`config.mk`:
```
export PLATFORM = sky130hd
export DESIGN_NAME = sub8_approx_pipe_flat
export DESIGN_NICKNAME = d
export VERILOG_FILES = /design/src/rtl/sub8_approx_pipe_if.sv /design/src/rtl/sub8_approx_pipe.sv /design/src/flat_wrapper.sv
export SDC_FILE = /design/constraint.sdc
export NUM_CORES = 1
export LEC_CHECK = 0
export CORE_ASPECT_RATIO = 2
export CORE_MARGIN = 10
export CORE_UTILIZATION = 50
export CTS_CLUSTER_SIZE = 24
export DETAILED_ROUTE_END_ITERATION = 10
export PLACE_DENSITY_LB_ADDON = 0.25
export SETUP_SLACK_MARGIN = 0.3
export SYNTH_ARGS = -nofsm -noshare
export SYNTH_HDL_FRONTEND = slang
export SYNTH_SLANG_ARGS = --single-unit
```
`constraint.sdc`:
```
create_clock -name clk -period 2.25 [get_ports clk]
set_clock_uncertainty 0.05 [all_clocks]
set_input_delay 0.45 -clock clk [delete_from_list [all_inputs] [get_ports clk]]
set_output_delay 0.45 -clock clk [all_outputs]
set_load 0.01 [all_outputs]
```
`src/rtl/sub8_approx_pipe_if.sv`:
```
// Operand/result handshake bundle for the approximate subtractor pipeline.
// The master side supplies operands and result back-pressure; the slave side is the pipeline.
interface sub8_approx_pipe_if;
    logic       in_valid;
    logic       in_ready;
    logic [7:0] a;
    logic [7:0] b;
    logic       out_valid;
    logic       out_ready;
    logic [8:0] d;

    modport slave  (input  in_valid, a, b, out_ready,
                    output in_ready, out_valid, d);
    modport master (output in_valid, a, b, out_ready,
                    input  in_ready, out_valid, d);
endinterface

```
`src/rtl/sub8_approx_pipe.sv`:
```
// Two-stage approximate 8-bit subtractor: borrow-free XOR low part, exact high part,
// with in-system error statistics taken on delivered results.
module sub8_approx_pipe #(
    parameter int APPROX_LSB = 4,
    parameter int CNT_W      = 16
) (
    input  logic                  clk,
    input  logic                  rst_n,
    sub8_approx_pipe_if.slave     bus,
    input  logic                  stat_clr,
    output logic [CNT_W-1:0]      err_cnt,
    output logic [7:0]            err_max
);
    localparam int STAGES = 2;

    // Masking the low bits before subtracting gives the high difference with zero borrow-in.
    localparam logic [8:0] HI_MASK = 9'h1FF << APPROX_LSB;
    localparam logic [7:0] LO_MASK = ~HI_MASK[7:0];

    logic [STAGES:1] vld_pipe;
    logic            s1_load, s2_load;
    logic [7:0]      s1_a, s1_b;
    logic [8:0]      s1_hi;
    logic [8:0]      d_q;
    logic [7:0]      s2_err;
    logic [7:0]      borrow_lo;
    logic            out_hs;

    assign s2_load      = !vld_pipe[2] || bus.out_ready;
    assign s1_load      = !vld_pipe[1] || s2_load;
    assign bus.in_ready = s1_load;
    assign bus.out_valid = vld_pipe[2];
    assign bus.d        = d_q;
    assign out_hs       = vld_pipe[2] && bus.out_ready;

    // Positions where the exact subtractor would have borrowed; each one costs 2 in the result.
    assign borrow_lo = ~s1_a & s1_b & LO_MASK;

    always_ff @(posedge clk or negedge rst_n) begin
        if (!rst_n) begin
            vld_pipe <= '0;
            s1_a     <= '0;
            s1_b     <= '0;
            s1_hi    <= '0;
            d_q      <= '0;
            s2_err   <= '0;
        end else begin
            if (s1_load) begin
                vld_pipe[1] <= bus.in_valid;
                if (bus.in_valid) begin
                    s1_a  <= bus.a;
                    s1_b  <= bus.b;
                    s1_hi <= ({1'b0, bus.a} & HI_MASK) - ({1'b0, bus.b} & HI_MASK);
                end
            end
            if (s2_load) begin
                vld_pipe[2] <= vld_pipe[1];
                if (vld_pipe[1]) begin
                    d_q    <= s1_hi | {1'b0, (s1_a ^ s1_b) & LO_MASK};
                    s2_err <= 8'(borrow_lo << 1);
                end
            end
        end
    end

    always_ff @(posedge clk or negedge rst_n) begin
        if (!rst_n) begin
            err_cnt <= '0;
            err_max <= '0;
        end else if (stat_clr) begin
            err_cnt <= '0;
            err_max <= '0;
        end else if (out_hs) begin
            if (s2_err != 8'd0 && err_cnt != {CNT_W{1'b1}})
                err_cnt <= err_cnt + 1'b1;
            if (s2_err > err_max)
                err_max <= s2_err;
        end
    end
endmodule

```
`src/flat_wrapper.sv`:
```
// flat-port wrapper written by rule: the top's interface ports become plain ports
module sub8_approx_pipe_flat 
#(
    parameter int APPROX_LSB = 4,
    parameter int CNT_W      = 16
)
  (clk, rst_n, stat_clr, err_cnt, err_max, bus_in_valid, bus_a, bus_b, bus_out_ready, bus_in_ready, bus_out_valid, bus_d);
  sub8_approx_pipe_if bus_i ();
  input  logic clk;
  input  logic rst_n;
  input  logic stat_clr;
  output logic [CNT_W-1:0] err_cnt;
  output logic [7:0] err_max;
  input wire logic [$bits(bus_i.in_valid)-1:0] bus_in_valid;
  input wire logic [$bits(bus_i.a)-1:0] bus_a;
  input wire logic [$bits(bus_i.b)-1:0] bus_b;
  input wire logic [$bits(bus_i.out_ready)-1:0] bus_out_ready;
  output wire logic [$bits(bus_i.in_ready)-1:0] bus_in_ready;
  output wire logic [$bits(bus_i.out_valid)-1:0] bus_out_valid;
  output wire logic [$bits(bus_i.d)-1:0] bus_d;
  assign bus_i.in_valid = bus_in_valid;
  assign bus_i.a = bus_a;
  assign bus_i.b = bus_b;
  assign bus_i.out_ready = bus_out_ready;
  assign bus_in_ready = bus_i.in_ready;
  assign bus_out_valid = bus_i.out_valid;
  assign bus_d = bus_i.d;
  sub8_approx_pipe #(.APPROX_LSB(APPROX_LSB), .CNT_W(CNT_W)) u_core (.clk(clk), .rst_n(rst_n), .bus(bus_i), .stat_clr(stat_clr), .err_cnt(err_cnt), .err_max(err_max));
endmodule
```
==> Flow_metrics.wiki <==
{| class="wikitable"
! Metric !! Value
|-
| Core box area || 4642 µm²
|-
| Clock period minus worst slack || between 1.5 and 2 ns
|-
| Commonest cells after routing, fill and taps aside || sky130_fd_sc_hd__clkdlybuf4s50_1 (49), sky130_fd_sc_hd__dfrtp_1 (46), sky130_fd_sc_hd__mux2_2 (17)
|-
| Cell with the largest stage delay on the worst path || sky130_fd_sc_hd__clkdlybuf4s50_1
|-
| Post-route antenna net violation count || 0
|-
| Cells after synthesis || 217
|-
| Net count of the finished layout || roughly 320
|-
| Startpoint types || input pin
|-
| Number of detailed-route iterations in the first pass || 4
|-
| Top-level port count || 56
|-
| Maximum clock path buffer count || 2
|-
| Fraction of power consumed by sequential logic || ~47%
|-
| Net load switching power || 0.0006425 W
|-
| Internal portion of total power || roughly 0.0017 W
|-
| Max cap viols || 0
|-
| Via count of the first global-routing pass || around 1,900
|-
| List of cells traversed by the critical path || clkdlybuf4s50_1 > nand2_1 > nor2_2 > o31ai_4 > buf_4 > or4_4 > a21oi_2
|-
| Area contributors post-synth || sky130_fd_sc_hd__dfrtp_1 (50%), sky130_fd_sc_hd__mux2_2 (7.9%), sky130_fd_sc_hd__ha_1 (6.7%), sky130_fd_sc_hd__xor2_1 (4.0%), sky130_fd_sc_hd__inv_1 (2.5%)
|-
| Critical path origin || bus_out_ready
|-
| Leftover overflow at the end of global routing || 0
|-
| # fillers || approximately 380
|-
| Antenna violations before repair || 0
|-
| Power per cell area || between 700 and 800 nW/µm²
|-
| Setup Crit Path Kind || in2reg
|-
| Maximum resistive drop on vdd || 0.5945 mV
|-
| Number of levels in the clock H-tree || 2
|-
| Worst Path Max Fanout || 5
|-
| Root buffer selected by CTS || sky130_fd_sc_hd__clkbuf_8
|-
| Most common cell after layout, fill and taps aside || sky130_fd_sc_hd__clkdlybuf4s50_1
|-
| Clock latency reported for the late side of the worst-skew pair || 0.30 ns
|-
| Number of remaining DRC errors || 0
|-
| Horizontal die dimension || roughly 70 µm
|-
| Area of the die || 8184 µm²
|-
| Fraction of synthesized cell area taken by the top area cell type || between 40% and 50%
|-
| Setup slack of the critical path after layout || between 0.3 and 0.4 ns
|-
| Leakage || 1.446 nW
|-
| # diodes || 0
|-
| First-pass GRT wire length || approximately 9.0 mm
|-
| Top cell family by delay on the critical path || simple AND/OR/NAND/NOR gates
|-
| Number of warning messages in the yosys log || 0
|-
| Outcome || completed
|-
| Share of post-route cells with drive strength above 1 || roughly a fifth
|-
| Total of flip-flops plus latches after synthesis || 48
|-
| Worst rel slew slack || about three fifths
|-
| Detail-routed net length per standard cell || 15.34 µm
|-
| Number of synthesized flops with an enable pin || 0
|-
| Number of vias after detailed routing || ~1,800
|-
| Largest stage delay, worst path || 0.49 ns
|-
| Total routed wirelength || between 5 and 6 mm
|-
| Total standard cell area after synthesis || 2417 µm²
|-
| Number of distinct library cells after synthesis || 36
|-
| DRT iter0 DRCs || 75
|-
| HPWL after detailed placement || ~4.0 mm
|-
| Syn Area/Cell || around 11 µm²
|-
| Initial Utilization || between 50 and 60%
|-
| Cell Rows || 35
|-
| Count of buffers inserted at the top-level ports || slightly above 50
|-
| CTS clock-pin slew for the worst setup and hold paths || ~0.090 ns
|-
| Async SR Flop Fraction || 100.0%
|-
| Highest Clock Rate || approximately 0.52 GHz
|-
| Height of the die || 118.3 µm
|-
| Dominant register cell in the synthesized netlist || sky130_fd_sc_hd__dfrtp_1
|-
| RSZ-0062 raised after global routing || no
|-
| Mean number of vias per cell || approximately 5.2
|-
| Global-route total usage across every layer || between 10% and 20%
|-
| Actual slew at the worst max-slew pin || 0.5976 ns
|-
| Number of clock sinks seen by CTS || 48
|-
| Part of the total power dissipated in combinational logic || a little over a quarter
|-
| Number of setup violations in the final report || 0
|-
| Critical path buffer and inverter count || 2
|-
| Global placer's final weighted congestion || 0.7483
|-
| Cell accounting for the most synthesized area || sky130_fd_sc_hd__dfrtp_1
|-
| Largest net degree at the start of global routing || 27
|-
| Final count of hold timing violations || 0
|-
| Launch instance of the worst register-to-register path || u_core.err_cnt[1]$_DFFE_PN0P_
|-
| Clock tree from TritonCTS || yes
|-
| Data required time at the worst endpoint || between 2 and 2.5 ns
|-
| Data arrival time at the worst-slack endpoint || 2.10 ns
|-
| Final count of pins violating max slew || 0
|-
| Switching part of the total power || around 28%
|-
| Total Neg Setup Slack || 0 ns
|-
| Area Growth Syn to Fin || 32.30%
|-
| Worst setup timing slack at the placement stage || about 0.10 ns
|-
| Kind of path behind the tightest hold check || in2async
|-
| Sequential area share after synthesis || about half
|-
| CTS Buf Count || 5
|-
| Ratio of final minimum period to clock period || 84.96%
|-
| Clock Power Share || a little over a quarter
|-
| Crit end category || flop
|}
## cells by family after synthesis
logic type      count (synthesis)  share of synthesized area, %
buf+inv                        26                         5.279
compound gates                 29                         7.557
simple gates                   66                         15.79
other cells                     1                        0.1551
xor+xnor                       11                         3.985
flops                          48                         49.69
fa+ha+maj                      14                         7.557
mux                            22                         9.990
## synthesized netlist by cell type, types with 5 or more instances
master,instances
sky130_fd_sc_hd__ha_1,13
sky130_fd_sc_hd__xor2_1,11
sky130_fd_sc_hd__nand4_1,7
sky130_fd_sc_hd__dfrtp_1,48
sky130_fd_sc_hd__and3_1,8
sky130_fd_sc_hd__a21oi_1,8
sky130_fd_sc_hd__inv_1,16
sky130_fd_sc_hd__mux2_2,17
sky130_fd_sc_hd__or3_1,5
sky130_fd_sc_hd__o21ai_0,8
sky130_fd_sc_hd__nand3_1,5
sky130_fd_sc_hd__nor2_1,15
sky130_fd_sc_hd__mux2i_1,5
sky130_fd_sc_hd__o21ai_1,5
sky130_fd_sc_hd__nand2_1,13
## flip-flops by register name (all words and copies together), names as in the netlist
register         cells
u_core.s1_a          4
u_core.s2_err        4
u_core.err_cnt      16
u_core.vld_pipe      2
u_core.s1_hi         5
u_core.err_max       4
u_core.bus.d         9
u_core.s1_b          4
## power by group through the flow
stage	combinational (W)	clock [W]	sequential [W]
after floorplan	0.000291	0	0.00110
after global placement	0.000563	0	0.00108
after detailed placement	0.000576	0	0.00109
after CTS	0.000603	0.000633	0.00107
after global routing	0.000688	0.000674	0.00109
final	0.000620	0.000613	0.00107
## timing repair
item | CTS | global route
setup endpoints to repair | 8 | 7
pin swaps | 1 | 3
buffers inserted | 4 | 4
hold buffers | 0 | 0
gates resized for setup | 2 | 9
## layer usage
| layer | track usage, % | wire length [µm] |
|---|---|---|
| met3 | 4.606 | 280 |
| met5 | 0 | 0 |
| met4 | 5.443 | 72 |
| met2 | 23.68 | 2960 |
| met1 | 12.63 | 1872 |
## area by class of cell
cell class                      count  area, µm²  area share, %
Sequential cell                    48       1204          37.64
Multi-Input combinational cell    146       1136          35.52
Timing Repair Buffer               65      621.8          19.44
Clock buffer                        6      72.57          2.269
Tap cell                           55      68.82          2.152
Inverter                           16      60.06          1.878
Clock inverter                      2      35.03          1.095
## per-stage QoR
step,hold WS [ns],instances,util (%),instance area [µm²],power [W]
after floorplan,0.1044,220,-,2429,0.001391
after global placement,0.4086,322,64.47,2993,0.001643
after detailed placement,0.4207,322,64.47,2993,0.001661
after CTS,0.1133,334,67.47,3132,0.002305
after global routing,0.1288,338,68.89,3198,0.002451
final,0.09575,338,68.89,3198,0.002305
## worst paths after layout
check	depth (start not counted)	slack (ns)	endpoint
max	7	0.34	u_core.err_cnt[7]$_DFFE_PN0P_
min	1	0.1	u_core.bus.d[6]$_DFFE_PN0P_
max reg2reg	7	0.37	u_core.err_cnt[0]$_DFFE_PN0P_
min reg2reg	2	0.43	u_core.s1_hi[8]$_DFFE_PN0P_
max in group asynchronous	2	1.52	u_core.s1_a[2]$_DFFE_PN0P_
min in group clk	2	0.43	u_core.s1_hi[8]$_DFFE_PN0P_
Note: power is estimated with default switching activity, not from simulation.
